[src/rtl/six_bit_div_ctrl.sv]
// Six-bit sequential restoring divider: one trial subtraction per cycle through a single sixbitsub.
// Define SIX_BIT_DIV_SIGNED_EN for two's-complement operands; the default build divides unsigned values.

module sixbitsub (
    input  logic [5:0] a_i,
    input  logic [5:0] b_i,
    output logic [5:0] diff_o,
    output logic       borrow_o
);
    logic [6:0] full;

    assign full     = {1'b0, a_i} - {1'b0, b_i};
    assign diff_o   = full[5:0];
    assign borrow_o = full[6];
endmodule

module six_bit_div_ctrl (
    input  logic       clk,
    input  logic       rst,
    input  logic       start,
    input  logic [5:0] dividend,
    input  logic [5:0] divisor,
    output logic       busy,
    output logic       done,
    output logic [5:0] quotient,
    output logic [5:0] remainder,
    output logic       divzero,
    output logic       overflow
);
    typedef enum logic [1:0] {IDLE, CHECK, ITER, DONE} state_t;

    state_t     state_q;
    logic [5:0] dvdRaw_q;
    logic [5:0] dvdMag_q;
    logic [5:0] dvsMag_q;
    logic       dvdNeg_q;
    logic       dvsNeg_q;
    logic [5:0] partRem_q;
    logic [5:0] quoShift_q;
    logic [2:0] count_q;
    logic [5:0] resQuo_q;
    logic [5:0] resRem_q;
    logic       resDz_q;
    logic       resOv_q;
    logic       busy_q;
    logic       done_q;
    logic [5:0] quotient_q;
    logic [5:0] remainder_q;
    logic       divzero_q;
    logic       overflow_q;

    logic [5:0] opDvdMag_d;
    logic [5:0] opDvsMag_d;
    logic       opDvdNeg_d;
    logic       opDvsNeg_d;
    logic       ovf_d;
    logic [6:0] shifted_d;
    logic [5:0] subDiff;
    logic       subBorrow;
    logic       geq_d;
    logic [5:0] newRem_d;
    logic [5:0] magQuo_d;
    logic       quoNeg_d;

`ifdef SIX_BIT_DIV_SIGNED_EN
    assign opDvdNeg_d = dividend[5];
    assign opDvsNeg_d = divisor[5];
    assign opDvdMag_d = dividend[5] ? 6'(-dividend) : dividend;
    assign opDvsMag_d = divisor[5]  ? 6'(-divisor)  : divisor;
    // Only -32 / -1 yields a positive quotient of 32, which does not fit.
    assign ovf_d      = dvdNeg_q && dvsNeg_q && (dvdMag_q == 6'd32) && (dvsMag_q == 6'd1);
`else
    assign opDvdNeg_d = 1'b0;
    assign opDvsNeg_d = 1'b0;
    assign opDvdMag_d = dividend;
    assign opDvsMag_d = divisor;
    assign ovf_d      = 1'b0;
`endif

    // The stored remainder is always below the divisor, so six bits suffice; the shifted value needs seven.
    assign shifted_d = {partRem_q, dvdMag_q[count_q]};

    sixbitsub u_sub (
        .a_i      (shifted_d[5:0]),
        .b_i      (dvsMag_q),
        .diff_o   (subDiff),
        .borrow_o (subBorrow)
    );

    assign geq_d    = shifted_d[6] | ~subBorrow;
    assign newRem_d = geq_d ? subDiff : shifted_d[5:0];
    assign magQuo_d = {quoShift_q[4:0], geq_d};
    assign quoNeg_d = dvdNeg_q ^ dvsNeg_q;

    always_ff @(posedge clk) begin
        if (rst) begin
            state_q     <= IDLE;
            dvdRaw_q    <= '0;
            dvdMag_q    <= '0;
            dvsMag_q    <= '0;
            dvdNeg_q    <= 1'b0;
            dvsNeg_q    <= 1'b0;
            partRem_q   <= '0;
            quoShift_q  <= '0;
            count_q     <= '0;
            resQuo_q    <= '0;
            resRem_q    <= '0;
            resDz_q     <= 1'b0;
            resOv_q     <= 1'b0;
            busy_q      <= 1'b0;
            done_q      <= 1'b0;
            quotient_q  <= '0;
            remainder_q <= '0;
            divzero_q   <= 1'b0;
            overflow_q  <= 1'b0;
        end else begin
            done_q <= 1'b0;
            case (state_q)
                IDLE: begin
                    if (start) begin
                        dvdRaw_q <= dividend;
                        dvdMag_q <= opDvdMag_d;
                        dvsMag_q <= opDvsMag_d;
                        dvdNeg_q <= opDvdNeg_d;
                        dvsNeg_q <= opDvsNeg_d;
                        busy_q   <= 1'b1;
                        state_q  <= CHECK;
                    end
                end
                CHECK: begin
                    if (dvsMag_q == 6'd0) begin
                        resQuo_q <= 6'h3F;
                        resRem_q <= dvdRaw_q;
                        resDz_q  <= 1'b1;
                        resOv_q  <= 1'b0;
                        state_q  <= DONE;
                    end else begin
                        partRem_q  <= '0;
                        quoShift_q <= '0;
                        count_q    <= 3'd5;
                        resDz_q    <= 1'b0;
                        state_q    <= ITER;
                    end
                end
                ITER: begin
                    partRem_q  <= newRem_d;
                    quoShift_q <= magQuo_d;
                    count_q    <= count_q - 3'd1;
                    // Sign fix-up happens on the final step so DONE only has to publish.
                    if (count_q == 3'd0) begin
                        resQuo_q <= quoNeg_d ? 6'(-magQuo_d) : magQuo_d;
                        resRem_q <= dvdNeg_q ? 6'(-newRem_d) : newRem_d;
                        resOv_q  <= ovf_d;
                        state_q  <= DONE;
                    end
                end
                DONE: begin
                    done_q      <= 1'b1;
                    busy_q      <= 1'b0;
                    quotient_q  <= resQuo_q;
                    remainder_q <= resRem_q;
                    divzero_q   <= resDz_q;
                    overflow_q  <= resOv_q;
                    state_q     <= IDLE;
                end
                default: state_q <= IDLE;
            endcase
        end
    end

    assign busy      = busy_q;
    assign done      = done_q;
    assign quotient  = quotient_q;
    assign remainder = remainder_q;
    assign divzero   = divzero_q;
    assign overflow  = overflow_q;
endmodule

[config.mk]
export PLATFORM = sky130hd
export DESIGN_NAME = six_bit_div_ctrl
export DESIGN_NICKNAME = d
export VERILOG_FILES = /design/src/rtl/six_bit_div_ctrl.sv
export SDC_FILE = /design/constraint.sdc
export NUM_CORES = 1
export LEC_CHECK = 0
export CAP_MARGIN = 20
export CORE_MARGIN = 10
export CORE_UTILIZATION = 45
export DETAILED_ROUTE_END_ITERATION = 16
export MAX_ROUTING_LAYER = met4
export PLACE_DENSITY_LB_ADDON = 0.25
export SYNTH_ARGS = -nofsm -noshare
export SYNTH_HDL_FRONTEND = slang
export SYNTH_SLANG_ARGS = --single-unit
[constraint.sdc]
create_clock -name clk -period 3 [get_ports clk]
set_input_delay 0.6 -clock clk [delete_from_list [all_inputs] [get_ports clk]]
set_output_delay 0.6 -clock clk [all_outputs]
set_load 0.05 [all_outputs]
==> impl_results.md <==
- Total power: roughly 2.7 mW
- Register area: 1120 sq um
- Leak: 1.06 nW
- Hpwl dp: 3980 microns
- Post-synthesis mux area share: roughly 6.6%
- Crit start category: flip-flop
- Clock Skew: 0.0134 ns
- Via density per instance: 5.29
- Diode count: 0
- Post-route core utilization: 54.6%
- Peak supply drop: 507 uV
- WHS: 0.459 ns
- Worst setup margin: 0.231 ns
- Largest delay share family, worst path: compound AO/OA/AOI/OAI gates
- Crit share post-route: 92.3%
- M1 GR Usage: 16.4%
- Multi-input gate area: between 1000 and 1500 sq um
- WL/cell: between 10 and 15 microns
- Fillers: 524
- Hold crit path type: flip-flop to flip-flop
- Adder-Cell Fraction of Synth Area: ~6.5%
- Post-synth EDFFs: 0
- Area delta synth->final: 16.3%
- Synth Register Bits: between 50 and 60
- Worst path bufs/invs: 0
- Tightest Pin Transition: about 0.85 ns
- M2 GR Usage: 19.8%
- Combinational power share: between 40% and 50%
- Crit path required time: 3.21 ns
- Commonest non-fill, non-tap cell in the layout: dfxtp_1
- Crit Path Max Fanout: 5
- Clock Tree Buf Depth: 2
- Min Clock Period, post-route: between 2 and 3 ns
- H-Tree Depth: 2
- Via count: 2,115
- Internal power: 1.58 mW
- XOR/XNOR Fraction of Synth Area: less than 1%
- Sw frac: about 42%
- Syn Area/Cell: 8.61 sq um
- Final setup vio count: 0
- CP Data Arrival Time: 2.98 ns
- Top Ports: 31
- Flop pwr share: 38.3%
- Area post-placement: 2950 sq um
- Yosys cell types: 45
- Maximum clock rate: 361 MHz
- Placed insts: between 300 and 400
- PwrDens: 902 nW/um^2
- Vias in the first global route: 2,041
- Slowest CP cell: mux4_2
- Final instance area: 3050 sq um
- CP Cell Sequence: mux4_2 -> a22oi_1 -> ha_1 -> fa_1 -> nor2b_1 -> o2111a_1 -> o21ai_0 -> o311ai_1 -> a311oi_1
- Post-Place Setup Slack: 0.169 ns
- Post-synth ARST share: 0%
- Slew Limit Fails: 0
- Overflow after GRT: 0
- Synth Cell Area: 2620 sq um
- Final #Nets: 355
- Most frequent cells in the layout: dfxtp_1, nor2_1, nand2_1
- Syn. warnings: 0
- Met3 global-route usage: 2.57%
- Layer with the highest usage: met2
- Die width: slightly below 100 microns
- Post-Synth Simple-Gate Area: 19.4%
- CP Capture Type: flip-flop
- Final Hold Fails: 0
- Worst skew pair latency: 0.31 ns
- Post-Syn Nets: 332
- CP Class: flip-flop to flip-flop
- Clock share of power: 15.3%
- Core ar.: 5570 sq um
- Hold_buf cts: 0
- Status: finished, final reports clean
- First-pass GRT wire length: between 9000 and 10,000 microns
- Final wirelength: ~5400 microns
- Final RePlAce weighted congestion: 0.843
- Critical Path Max Stage Delay: 0.52 ns
- PortBufs: 29
- Die Span Y: about 96 microns
- Final ANT Viol Nets: 0
- Setup TNS: 0 ns
- Initial antenna violation count: 0
- CTS buffer count: 5
- Synth Flop Type: dfxtp_1
- Layout cells sized above 1: 7.01%
- Root buffer selected by CTS: clkbuf_8
- DRT Pass-1 Iters: 4
- Iter 0 DRT Violations: 104
- Psw: 1.16 mW
- Cell row count: 27
- Non-Filler Instances: 400
- CTS tree: built
- Seq/Total Area, Yosys: a little over two fifths
- Clk slew on worst S/H paths: between 0.1 and 0.15 ns
- TritonCTS Sinks: 56
- Largest net degree at the start of global routing: 42
- Syn Inst Count: 304
- GR Util All Layers: between 10% and 20%
- DRC: 0
- Post-synthesis compound-gate area fraction: 18.2%
- Rel. slew slack: 43.2%
- Max-Cap Viols: 0
- Largest family of logic cells by synthesized area: simple AND/OR/NAND/NOR gates
- Die area: between 9000 and 10,000 sq um
- Initial core utilization: between 40% and 50%
- RSZ-0062 raised after global routing: false
## area by class of cell
type,instances,area share (%)
flip-flops and latches,56,36.8
repair buffers,33,10.4
clock buffers,5,2.26
well taps,72,2.96
multi-input cells,212,44.4
clock inverters,3,0.863
inverters,19,2.34
## repair_timing
item                       4_1_cts  5_1_grt
buffers inserted                 0        0
setup endpoints to repair        0        5
gates resized for setup          0        2
## power groups by stage
stage	clock network (mW)	registers [mW]	logic, mW
global route	0.475	1.07	1.45
CTS	0.438	1.05	1.27
detailed placement	0	1.07	1.27
floorplan	0	1.07	0.975
global placement	0	1.06	1.25
finish	0.421	1.05	1.27
## final timing paths
path / cells past startpoint / end / startpoint / slack, ns
hold reg to reg: 2 / quoShift_q[4] / quoShift_q[4] / 0.46
hold / removal: 2 / quoShift_q[4] / quoShift_q[4] / 0.46
setup reg to reg: 9 / resRem_q[1] / count_q[0] / 0.23
setup / recovery: 9 / resRem_q[1] / count_q[0] / 0.23
## kinds of logic after synthesis
logic type / count (synthesis)
and+or+nand+nor: 110
AOI/OAI and AO/OA: 70
DFF: 56
buffers and inverters: 36
muxes: 16
adders and majority gates: 13
xor gates and xnor gates: 2
other: 1
## routing by layer
| layer | vias to the layer above | wire length [microns] |
|---|---|---|
| met5 | - | 0 |
| met4 | 0 | 16 |
| met3 | 2 | 268 |
| met2 | 38 | 2400 |
| met1 | 975 | 2680 |
| li1 | 1100 | - |
## sequential cells by signal, summed over array words and instances, names as in the netlist
register and flops:
done 1, resQuo_q 6, busy 1, quoShift_q 5, partRem_q 6, quotient 6
state_q 2, dvsMag_q 6, divzero 1, remainder 6, resRem_q 6, count_q 3
dvdMag_q 6, resDz_q 1
## tightest hold or removal path: cells and delay by family, from the launching register on
family | cells | cell delay, ns
simple gates | 1 | 0.05
flops | 1 | 0.32
compound gates | 1 | 0.05
## synth_stat cells, types with 2 or more instances
cell type | number | area, sq um
dfxtp_1 | 56 | 1120
nor2_1 | 41 | 154
nand2_1 | 38 | 143
a21oi_1 | 31 | 155
inv_1 | 19 | 71.3
mux2i_1 | 14 | 140
a311oi_1 | 12 | 105
ha_1 | 12 | 150
clkbuf_1 | 10 | 37.5
nand3_1 | 7 | 35.0
nand2b_1 | 6 | 37.5
o21ai_0 | 5 | 25.0
a211oi_1 | 4 | 30.0
nor2b_1 | 4 | 25.0
nor3_1 | 4 | 20.0
a22oi_1 | 3 | 22.5
buf_2 | 3 | 15.0
o31ai_1 | 3 | 22.5
and2_1 | 2 | 12.5
buf_1 | 2 | 7.51
o211ai_1 | 2 | 15.0
or2_2 | 2 | 12.5
xor2_1 | 2 | 17.5
(Power assumes the default switching activity.)
